## src/rtl/fm_mpx_step_gen_if.sv

```systemverilog
`default_nettype none
// ===========================================================================
// Module  : fm_mpx_step_gen_if
// Purpose : sample / configuration / step bundle of the MPX step generator
// Rev     : 1.0
// ===========================================================================
interface fm_mpx_step_gen_if #(
    parameter int SW    = 18,
    parameter int CW    = 10,
    parameter int STEPW = 30
) ();
    logic                    sample_en;
    logic signed [SW-1:0]    lmr;
    logic signed [SW-1:0]    lpr;
    logic signed [CW-1:0]    dds_f19;
    logic signed [CW-1:0]    dds_f38;
    logic                    mute;
    logic                    cfg_we;
    logic [1:0]              cfg_addr;
    logic [STEPW-1:0]        cfg_data;
    logic [STEPW-1:0]        step;
    logic                    step_valid;

    modport master (
        output sample_en, lmr, lpr, dds_f19, dds_f38, mute,
        output cfg_we, cfg_addr, cfg_data,
        input  step, step_valid
    );

    modport slave (
        input  sample_en, lmr, lpr, dds_f19, dds_f38, mute,
        input  cfg_we, cfg_addr, cfg_data,
        output step, step_valid
    );
endinterface
`default_nettype wire

```

## src/rtl/fm_mpx_step_gen.sv

```systemverilog
`default_nettype none
// ===========================================================================
// Module  : fm_mpx_step_gen
// Purpose : stereo MPX composer + deviation scaling into a DDS phase step;
//           define FM_MPX_SAT_EN for saturating reductions (default wraps).
// Rev     : 1.0
// ===========================================================================
module fm_mpx_step_gen #(
    parameter int          SW           = 18,
    parameter int          CW           = 10,
    parameter int          KW           = 8,
    parameter int          STEPW        = 30,
    parameter int unsigned CARRIER_INIT = 0,
    parameter int unsigned KP_INIT      = 26,
    parameter int unsigned KF_INIT      = 1
) (
    input  logic             clock,
    input  logic             reset,
    fm_mpx_step_gen_if.slave bus
);
    localparam int SUBW = SW + CW;
    localparam int PILW = SW + KW + 1;
    localparam int DEVW = SW + KW;
    localparam int SUMW = STEPW + 2;

    logic [STEPW-1:0]     carrier_sh_q, carrier_sh_d, carrier_act_q, carrier_act_d;
    logic [KW-1:0]        kp_sh_q, kp_sh_d, kp_act_q, kp_act_d;
    logic [KW-1:0]        kf_sh_q, kf_sh_d, kf_act_q, kf_act_d;
    logic                 commit_pending_q, commit_pending_d;
    logic                 commit;
    logic [STEPW-1:0]     carrier_use;
    logic [KW-1:0]        kp_use, kf_use;

    logic                 v1_q, v1_d, v2_q, v2_d, v3_q, v3_d, step_valid_q, step_valid_d;
    logic signed [SW:0]   sub_q, sub_d, pil_q, pil_d;
    logic signed [SW-1:0] lpr_q, lpr_d, mpx_q, mpx_d;
    logic                 mute_q, mute_d;
    logic [KW-1:0]        kf1_q, kf1_d, kf2_q, kf2_d;
    logic [STEPW-1:0]     car1_q, car1_d, car2_q, car2_d, car3_q, car3_d;
    logic signed [DEVW-1:0] dev_q, dev_d;
    logic [STEPW-1:0]     step_q, step_d;

    logic signed [SW-1:0]   f19_sh;
    logic signed [SUBW-1:0] sub_prod;
    logic signed [PILW-1:0] pil_prod;
    logic signed [SW+1:0]   mpx_sum;
    logic signed [SW-1:0]   mpx_red;
    logic signed [DEVW-1:0] dev_prod;
    logic signed [SUMW-1:0] step_sum;
    logic [STEPW-1:0]       step_red;

`ifdef FM_MPX_SAT_EN
    localparam logic signed [SW+1:0] MPX_MAX = (SW+2)'(2**(SW-1) - 1);
    localparam logic signed [SW+1:0] MPX_MIN = (SW+2)'(-(2**(SW-1)));
`endif

    // The committing sample itself already sees the shadow values, so an
    // in-flight write on the same cycle cannot leak into this commit.
    assign commit      = bus.sample_en & commit_pending_q;
    assign carrier_use = commit ? carrier_sh_q : carrier_act_q;
    assign kp_use      = commit ? kp_sh_q      : kp_act_q;
    assign kf_use      = commit ? kf_sh_q      : kf_act_q;

    always_comb begin
        carrier_sh_d     = carrier_sh_q;
        kp_sh_d          = kp_sh_q;
        kf_sh_d          = kf_sh_q;
        carrier_act_d    = carrier_use;
        kp_act_d         = kp_use;
        kf_act_d         = kf_use;
        commit_pending_d = commit_pending_q & ~bus.sample_en;
        if (bus.cfg_we) begin
            case (bus.cfg_addr)
                2'd0:    carrier_sh_d     = bus.cfg_data;
                2'd1:    kp_sh_d          = bus.cfg_data[KW-1:0];
                2'd2:    kf_sh_d          = bus.cfg_data[KW-1:0];
                default: commit_pending_d = 1'b1;
            endcase
        end
    end

    always_comb begin
        f19_sh   = SW'(bus.dds_f19) <<< (SW - CW);
        sub_prod = SUBW'(bus.lmr) * SUBW'(bus.dds_f38);
        pil_prod = PILW'(f19_sh) * PILW'($signed({1'b0, kp_use}));
        mpx_sum  = (SW+2)'(sub_q) + (SW+2)'(pil_q) + (SW+2)'(lpr_q);
        dev_prod = DEVW'(mpx_q) * DEVW'($signed({1'b0, kf2_q}));
        step_sum = $signed({2'b00, car3_q}) + SUMW'(dev_q);
`ifdef FM_MPX_SAT_EN
        if (mpx_sum > MPX_MAX)
            mpx_red = SW'(MPX_MAX);
        else if (mpx_sum < MPX_MIN)
            mpx_red = SW'(MPX_MIN);
        else
            mpx_red = SW'(mpx_sum);
        if (step_sum[SUMW-1])
            step_red = '0;
        else if (step_sum[STEPW])
            step_red = '1;
        else
            step_red = step_sum[STEPW-1:0];
`else
        mpx_red  = SW'(mpx_sum);
        step_red = STEPW'(step_sum);
`endif
    end

    // Each stage only advances when the sample ahead of it is valid.
    always_comb begin
        v1_d         = bus.sample_en;
        v2_d         = v1_q;
        v3_d         = v2_q;
        step_valid_d = v3_q;
        sub_d  = bus.sample_en ? (SW+1)'(sub_prod >>> (CW - 1)) : sub_q;
        pil_d  = bus.sample_en ? (SW+1)'(pil_prod >>> KW)       : pil_q;
        lpr_d  = bus.sample_en ? bus.lpr     : lpr_q;
        mute_d = bus.sample_en ? bus.mute    : mute_q;
        kf1_d  = bus.sample_en ? kf_use      : kf1_q;
        car1_d = bus.sample_en ? carrier_use : car1_q;
        mpx_d  = v1_q ? (mute_q ? '0 : mpx_red) : mpx_q;
        kf2_d  = v1_q ? kf1_q    : kf2_q;
        car2_d = v1_q ? car1_q   : car2_q;
        dev_d  = v2_q ? dev_prod : dev_q;
        car3_d = v2_q ? car2_q   : car3_q;
        step_d = v3_q ? step_red : step_q;
    end

    always_ff @(posedge clock) begin
        if (reset) begin
            carrier_sh_q     <= STEPW'(CARRIER_INIT);
            carrier_act_q    <= STEPW'(CARRIER_INIT);
            kp_sh_q          <= KW'(KP_INIT);
            kp_act_q         <= KW'(KP_INIT);
            kf_sh_q          <= KW'(KF_INIT);
            kf_act_q         <= KW'(KF_INIT);
            commit_pending_q <= 1'b0;
            v1_q             <= 1'b0;
            v2_q             <= 1'b0;
            v3_q             <= 1'b0;
            step_valid_q     <= 1'b0;
            sub_q            <= '0;
            pil_q            <= '0;
            lpr_q            <= '0;
            mute_q           <= 1'b0;
            kf1_q            <= '0;
            car1_q           <= '0;
            mpx_q            <= '0;
            kf2_q            <= '0;
            car2_q           <= '0;
            dev_q            <= '0;
            car3_q           <= '0;
            step_q           <= '0;
        end else begin
            carrier_sh_q     <= carrier_sh_d;
            carrier_act_q    <= carrier_act_d;
            kp_sh_q          <= kp_sh_d;
            kp_act_q         <= kp_act_d;
            kf_sh_q          <= kf_sh_d;
            kf_act_q         <= kf_act_d;
            commit_pending_q <= commit_pending_d;
            v1_q             <= v1_d;
            v2_q             <= v2_d;
            v3_q             <= v3_d;
            step_valid_q     <= step_valid_d;
            sub_q            <= sub_d;
            pil_q            <= pil_d;
            lpr_q            <= lpr_d;
            mute_q           <= mute_d;
            kf1_q            <= kf1_d;
            car1_q           <= car1_d;
            mpx_q            <= mpx_d;
            kf2_q            <= kf2_d;
            car2_q           <= car2_d;
            dev_q            <= dev_d;
            car3_q           <= car3_d;
            step_q           <= step_d;
        end
    end

    assign bus.step       = step_q;
    assign bus.step_valid = step_valid_q;
endmodule
`default_nettype wire

```

## src/flat_wrapper.sv

```systemverilog
// flat-port wrapper written by rule: the top's interface ports become plain ports
module fm_mpx_step_gen_flat 
#(
    parameter int          SW           = 18,
    parameter int          CW           = 10,
    parameter int          KW           = 8,
    parameter int          STEPW        = 30,
    parameter int unsigned CARRIER_INIT = 0,
    parameter int unsigned KP_INIT      = 26,
    parameter int unsigned KF_INIT      = 1
)
  (clock, reset, bus_sample_en, bus_lmr, bus_lpr, bus_dds_f19, bus_dds_f38, bus_mute, bus_cfg_we, bus_cfg_addr, bus_cfg_data, bus_step, bus_step_valid);
  fm_mpx_step_gen_if #(.SW(SW), .CW(CW), .STEPW(STEPW)) bus_i ();
  input  logic clock;
  input  logic reset;
  input wire logic [$bits(bus_i.sample_en)-1:0] bus_sample_en;
  input wire logic [$bits(bus_i.lmr)-1:0] bus_lmr;
  input wire logic [$bits(bus_i.lpr)-1:0] bus_lpr;
  input wire logic [$bits(bus_i.dds_f19)-1:0] bus_dds_f19;
  input wire logic [$bits(bus_i.dds_f38)-1:0] bus_dds_f38;
  input wire logic [$bits(bus_i.mute)-1:0] bus_mute;
  input wire logic [$bits(bus_i.cfg_we)-1:0] bus_cfg_we;
  input wire logic [$bits(bus_i.cfg_addr)-1:0] bus_cfg_addr;
  input wire logic [$bits(bus_i.cfg_data)-1:0] bus_cfg_data;
  output wire logic [$bits(bus_i.step)-1:0] bus_step;
  output wire logic [$bits(bus_i.step_valid)-1:0] bus_step_valid;
  assign bus_i.sample_en = bus_sample_en;
  assign bus_i.lmr = bus_lmr;
  assign bus_i.lpr = bus_lpr;
  assign bus_i.dds_f19 = bus_dds_f19;
  assign bus_i.dds_f38 = bus_dds_f38;
  assign bus_i.mute = bus_mute;
  assign bus_i.cfg_we = bus_cfg_we;
  assign bus_i.cfg_addr = bus_cfg_addr;
  assign bus_i.cfg_data = bus_cfg_data;
  assign bus_step = bus_i.step;
  assign bus_step_valid = bus_i.step_valid;
  fm_mpx_step_gen #(.SW(SW), .CW(CW), .KW(KW), .STEPW(STEPW), .CARRIER_INIT(CARRIER_INIT), .KP_INIT(KP_INIT), .KF_INIT(KF_INIT)) u_core (.clock(clock), .reset(reset), .bus(bus_i));
endmodule
```

## config.mk

```make
export PLATFORM = sky130hd
export DESIGN_NAME = fm_mpx_step_gen_flat
export DESIGN_NICKNAME = d
export VERILOG_FILES = /design/src/rtl/fm_mpx_step_gen_if.sv /design/src/rtl/fm_mpx_step_gen.sv /design/src/flat_wrapper.sv
export SDC_FILE = /design/constraint.sdc
export NUM_CORES = 2
export LEC_CHECK = 0
export CAP_MARGIN = 30
export CORE_ASPECT_RATIO = 0.75
export CORE_MARGIN = 3
export CORE_UTILIZATION = 50
export DETAILED_ROUTE_END_ITERATION = 10
export MAX_ROUTING_LAYER = met4
export PLACE_DENSITY = 0.79
export SLEW_MARGIN = 20
export SYNTH_ARGS = -nofsm -noshare
export SYNTH_HDL_FRONTEND = slang
export SYNTH_SLANG_ARGS = --single-unit
```

## constraint.sdc

```tcl
create_clock -name clock -period 9.24 [get_ports clock]
set_input_delay 0.924 -clock clock [delete_from_list [all_inputs] [get_ports clock]]
set_output_delay 0.924 -clock clock [all_outputs]
set_load 0.02 [all_outputs]
```

==> impl_metrics.py <==
metrics = {
    "timing": {
        "fin_crit_sh": 0.6909,
        "rsz0062_at_grt": "no",
        "tightest_slew_ps": 1085,
        "slew_viol_final": 0,
        "fmax_mhz": 156.6,
        "fin_setup_tns_ps": 0,
        "finalSetupViolCount": 0,
        "period_needed_ps": 6384,
        "fin_skew_ps": 15.18,
        "hold_violations": 0,
        "slew_headroom": 0.2766,
    },
    "setup_path": {
        "r2r-start": "u_core.commit_pending_q$_SDFF_PP0_",
        "crit_chain": "clkdlybuf4s50_1, nand2_1, fa_1, fa_1, inv_1, fa_1, fa_1, inv_1, fa_1, inv_1, ha_1, o21ai_0, nor2_1, a32o_2, o221ai_4, o21ai_2, o21a_1, or4_1, o311ai_1",
        "regToRegSetupSlack_ps": 3030,
        "worstReg2RegEnd": "u_core.pil_q[17]$_SDFFE_PP0P_",
        "cpPeakStageDelay_ps": 940,
        "critPathLaunchType": "input pin",
        "worstPathRequired_ps": 9740,
        "worst-path-max-fanout": 18,
        "r2r_cells": 21,
        "crit_slowest_cell": "clkdlybuf4s50_1",
        "crit_type": "input pin to flip-flop",
        "cpMostUsedCell": "fa_1",
        "cp-end-kind": "flip-flop",
        "arrival_ps": 6880,
    },
    "synth": {
        "synthesis.nets": 3823,
        "seq_area_frac_synth": 0.2351,
        "syn-cell-area_um2": 28270,
        "synth_fa_ha_area_frac": 0.3289,
        "synth_warnings": 0,
        "muxShareOfSynthArea": 0.06343,
        "synth-xor-area-share": 0.02541,
        "yosys_register_bits": 332,
        "async_flop_share": 0,
        "synth_edf_count": 0,
        "synth_top_family_by_area": "adder cells",
        "netlist_instances": 3194,
        "synth_compound_area_frac": 0.09446,
        "synth_ff_type": "dfxtp_1",
        "synth_simple_gate_area_share": 0.1711,
        "synth.distinct_cells": 69,
        "avgSynthCellArea_um2": 8.850,
    },
    "cells_and_area": {
        "syn2layout_area_growth_pct": 9.592,
        "num-fill-cells": 4830,
        "fin_nets": 3837,
        "seqCellArea_um2": 6654,
        "final_cell_mix": "inv_1 (455), nand2_1 (422), fa_1 (345)",
        "layout_commonest_cell": "inv_1",
        "final_util": 0.5614,
        "drive_gt1_frac": 0.03001,
        "multi_input_area_um2": 19320,
    },
    "route": {
        "vias": 21119,
        "final_antenna_net_count": 0,
        "drc": 0,
        "dr.pass1.iters": 5,
        "drtIter0Drc": 1486,
        "routedWlPerCell_um": 15.17,
        "viasPerCell": 5.336,
        "routed_wirelength_mm": 60.03,
    },
    "floorplanning": {
        "ios": 124,
        "die_h_um": 211.9,
        "design.core.area_um2": 55180,
        "start_util": 0.5122,
        "die_x_um": 280.6,
        "rows": 74,
        "dieArea_um2": 59450,
    },
    "hold_path": {
        "hold_end": "u_core.carrier_act_q[18]$_SDFF_PP0_",
        "hold_path_class": "flip-flop to flip-flop",
        "holdCritStartpoint": "u_core.carrier_act_q[18]$_SDFF_PP0_",
        "whs_path_depth": 2,
    },
    "clock_network": {
        "clk_pin_slew_ps": 70,
        "hold_buffers": 0,
        "cts_buffer_depth": 3,
        "clk_latency_ps": 590,
        "cts-buffers-inserted": 31,
        "clock_sinks": 332,
        "postCtsSetupBuffers": 0,
        "cts-resized-gates": 0,
        "cts_tree": "yes",
        "root_buffer": "clkbuf_16",
        "cts_max_level": 1,
    },
    "placed_design": {
        "place_hpwl_mm": 46.00,
        "port_buffers": 123,
        "place.gp.congestion": 0.8992,
    },
    "grt": {
        "grt_max_degree": 160,
        "grt_use_total": 0.2131,
        "grt_pass1_wl_mm": 102.9,
        "grt_use_met1": 0.3122,
        "grt_pass1_vias": 21055,
        "antenna_found_initial": 4,
        "top_usage_layer": "met2",
        "grtUsageMet3": 0.02304,
        "gr-total-overflow": 0,
        "grt_util_met2": 0.3230,
    },
    "power": {
        "power_density_nw_per_um2": 183.5,
        "p_leak_nw": 14.21,
        "ir_drop_uv": 251.9,
        "total_power_mw": 5.686,
    },
    "job": {
        "cap_violations": 0,
    },
    "outcome": {
        "status": "finished, final reports clean",
    },
}
==> synthesized netlist by cell type (49+ instances only) <==
master    number  share of area
inv_1        455          0.060
nand2_1      422          0.056
fa_1         345           0.24
dfxtp_1      332           0.24
nor2_1       245          0.033
and2_1       191          0.042
ha_1         191          0.085
mux2i_1      178          0.063
a21oi_1      149          0.026
clkbuf_1     136          0.018
xnor2_1       60          0.019
a211oi_1      59          0.016
o21ai_0       49         0.0087
==> worst max path at each step <==
stage | start | end | slack (ps)
2_1_floorplan | bus_dds_f38[1] | u_core.sub_q[14]$_SDFFE_PP0P_ | 3060
3_3_place_gp | bus_dds_f38[4] | u_core.sub_q[14]$_SDFFE_PP0P_ | 2400
3_5_place_dp | bus_dds_f38[1] | u_core.sub_q[14]$_SDFFE_PP0P_ | 2310
4_1_cts | bus_dds_f38[1] | u_core.sub_q[14]$_SDFFE_PP0P_ | 2910
5_1_grt | bus_dds_f38[1] | u_core.sub_q[14]$_SDFFE_PP0P_ | 2560
6_report | bus_dds_f38[1] | u_core.sub_q[14]$_SDFFE_PP0P_ | 2860
==> power by group <==
part | switching, mW | leakage [nW] | internal [mW] | total [mW]
registers | 0.111 | 2.70 | 1.53 | 1.64
clock network | 0.576 | 0.498 | 0.713 | 1.29
logic | 1.53 | 11.0 | 1.24 | 2.76
==> sequential cells by signal, indices dropped and copies added, names as in the netlist, 26 cells and up <==
register and flops:
u_core.bus.step 30, u_core.car3_q 30, u_core.carrier_act_q 30, u_core.carrier_sh_q 30
u_core.car1_q 30, u_core.car2_q 30, u_core.dev_q 26
==> per-layer routing <==
layer,share of wire,vias up
li1,-,10212
met4,0.016,0
met2,0.44,508
met1,0.49,10339
met5,0,-
met3,0.054,60
==> cells by family after synthesis <==
family / after synthesis
AND/OR/NAND/NOR: 1043
AO/OA/AOI/OAI: 408
buffers and inverters: 614
flip-flops: 332
adder cells (fa/ha/maj): 536
multiplexers: 179
XOR/XNOR: 82
==> through the flow <==
stage	setup slack (ps)	instance area, um^2	std cells	hold slack [ps]
3_5_place_dp	2307	29910	3894	445.6
6_report	2856	30980	3958	452.9
5_1_grt	2556	30980	3958	470.3
2_1_floorplan	3065	28270	3194	435.7
4_1_cts	2914	30940	3951	454.9
3_3_place_gp	2404	29910	3894	440.5
==> cell type report <==
type	instances	area share
diodes	4	0.0003231
clock buffers	34	0.02573
clock inverters	23	0.007310
inverters	458	0.05549
multi-input cells	2248	0.6237
flip-flops and latches	332	0.2148
well taps	722	0.02916
repair buffers	137	0.04354
==> worst max-delay path: cells and delay by family <==
kind,cells,cell delay [ps]
fa+ha+maj,6,2850
buf+inv,4,1090
compound gates,6,1290
simple gates,3,720
Power figures use the tool's default switching activity.
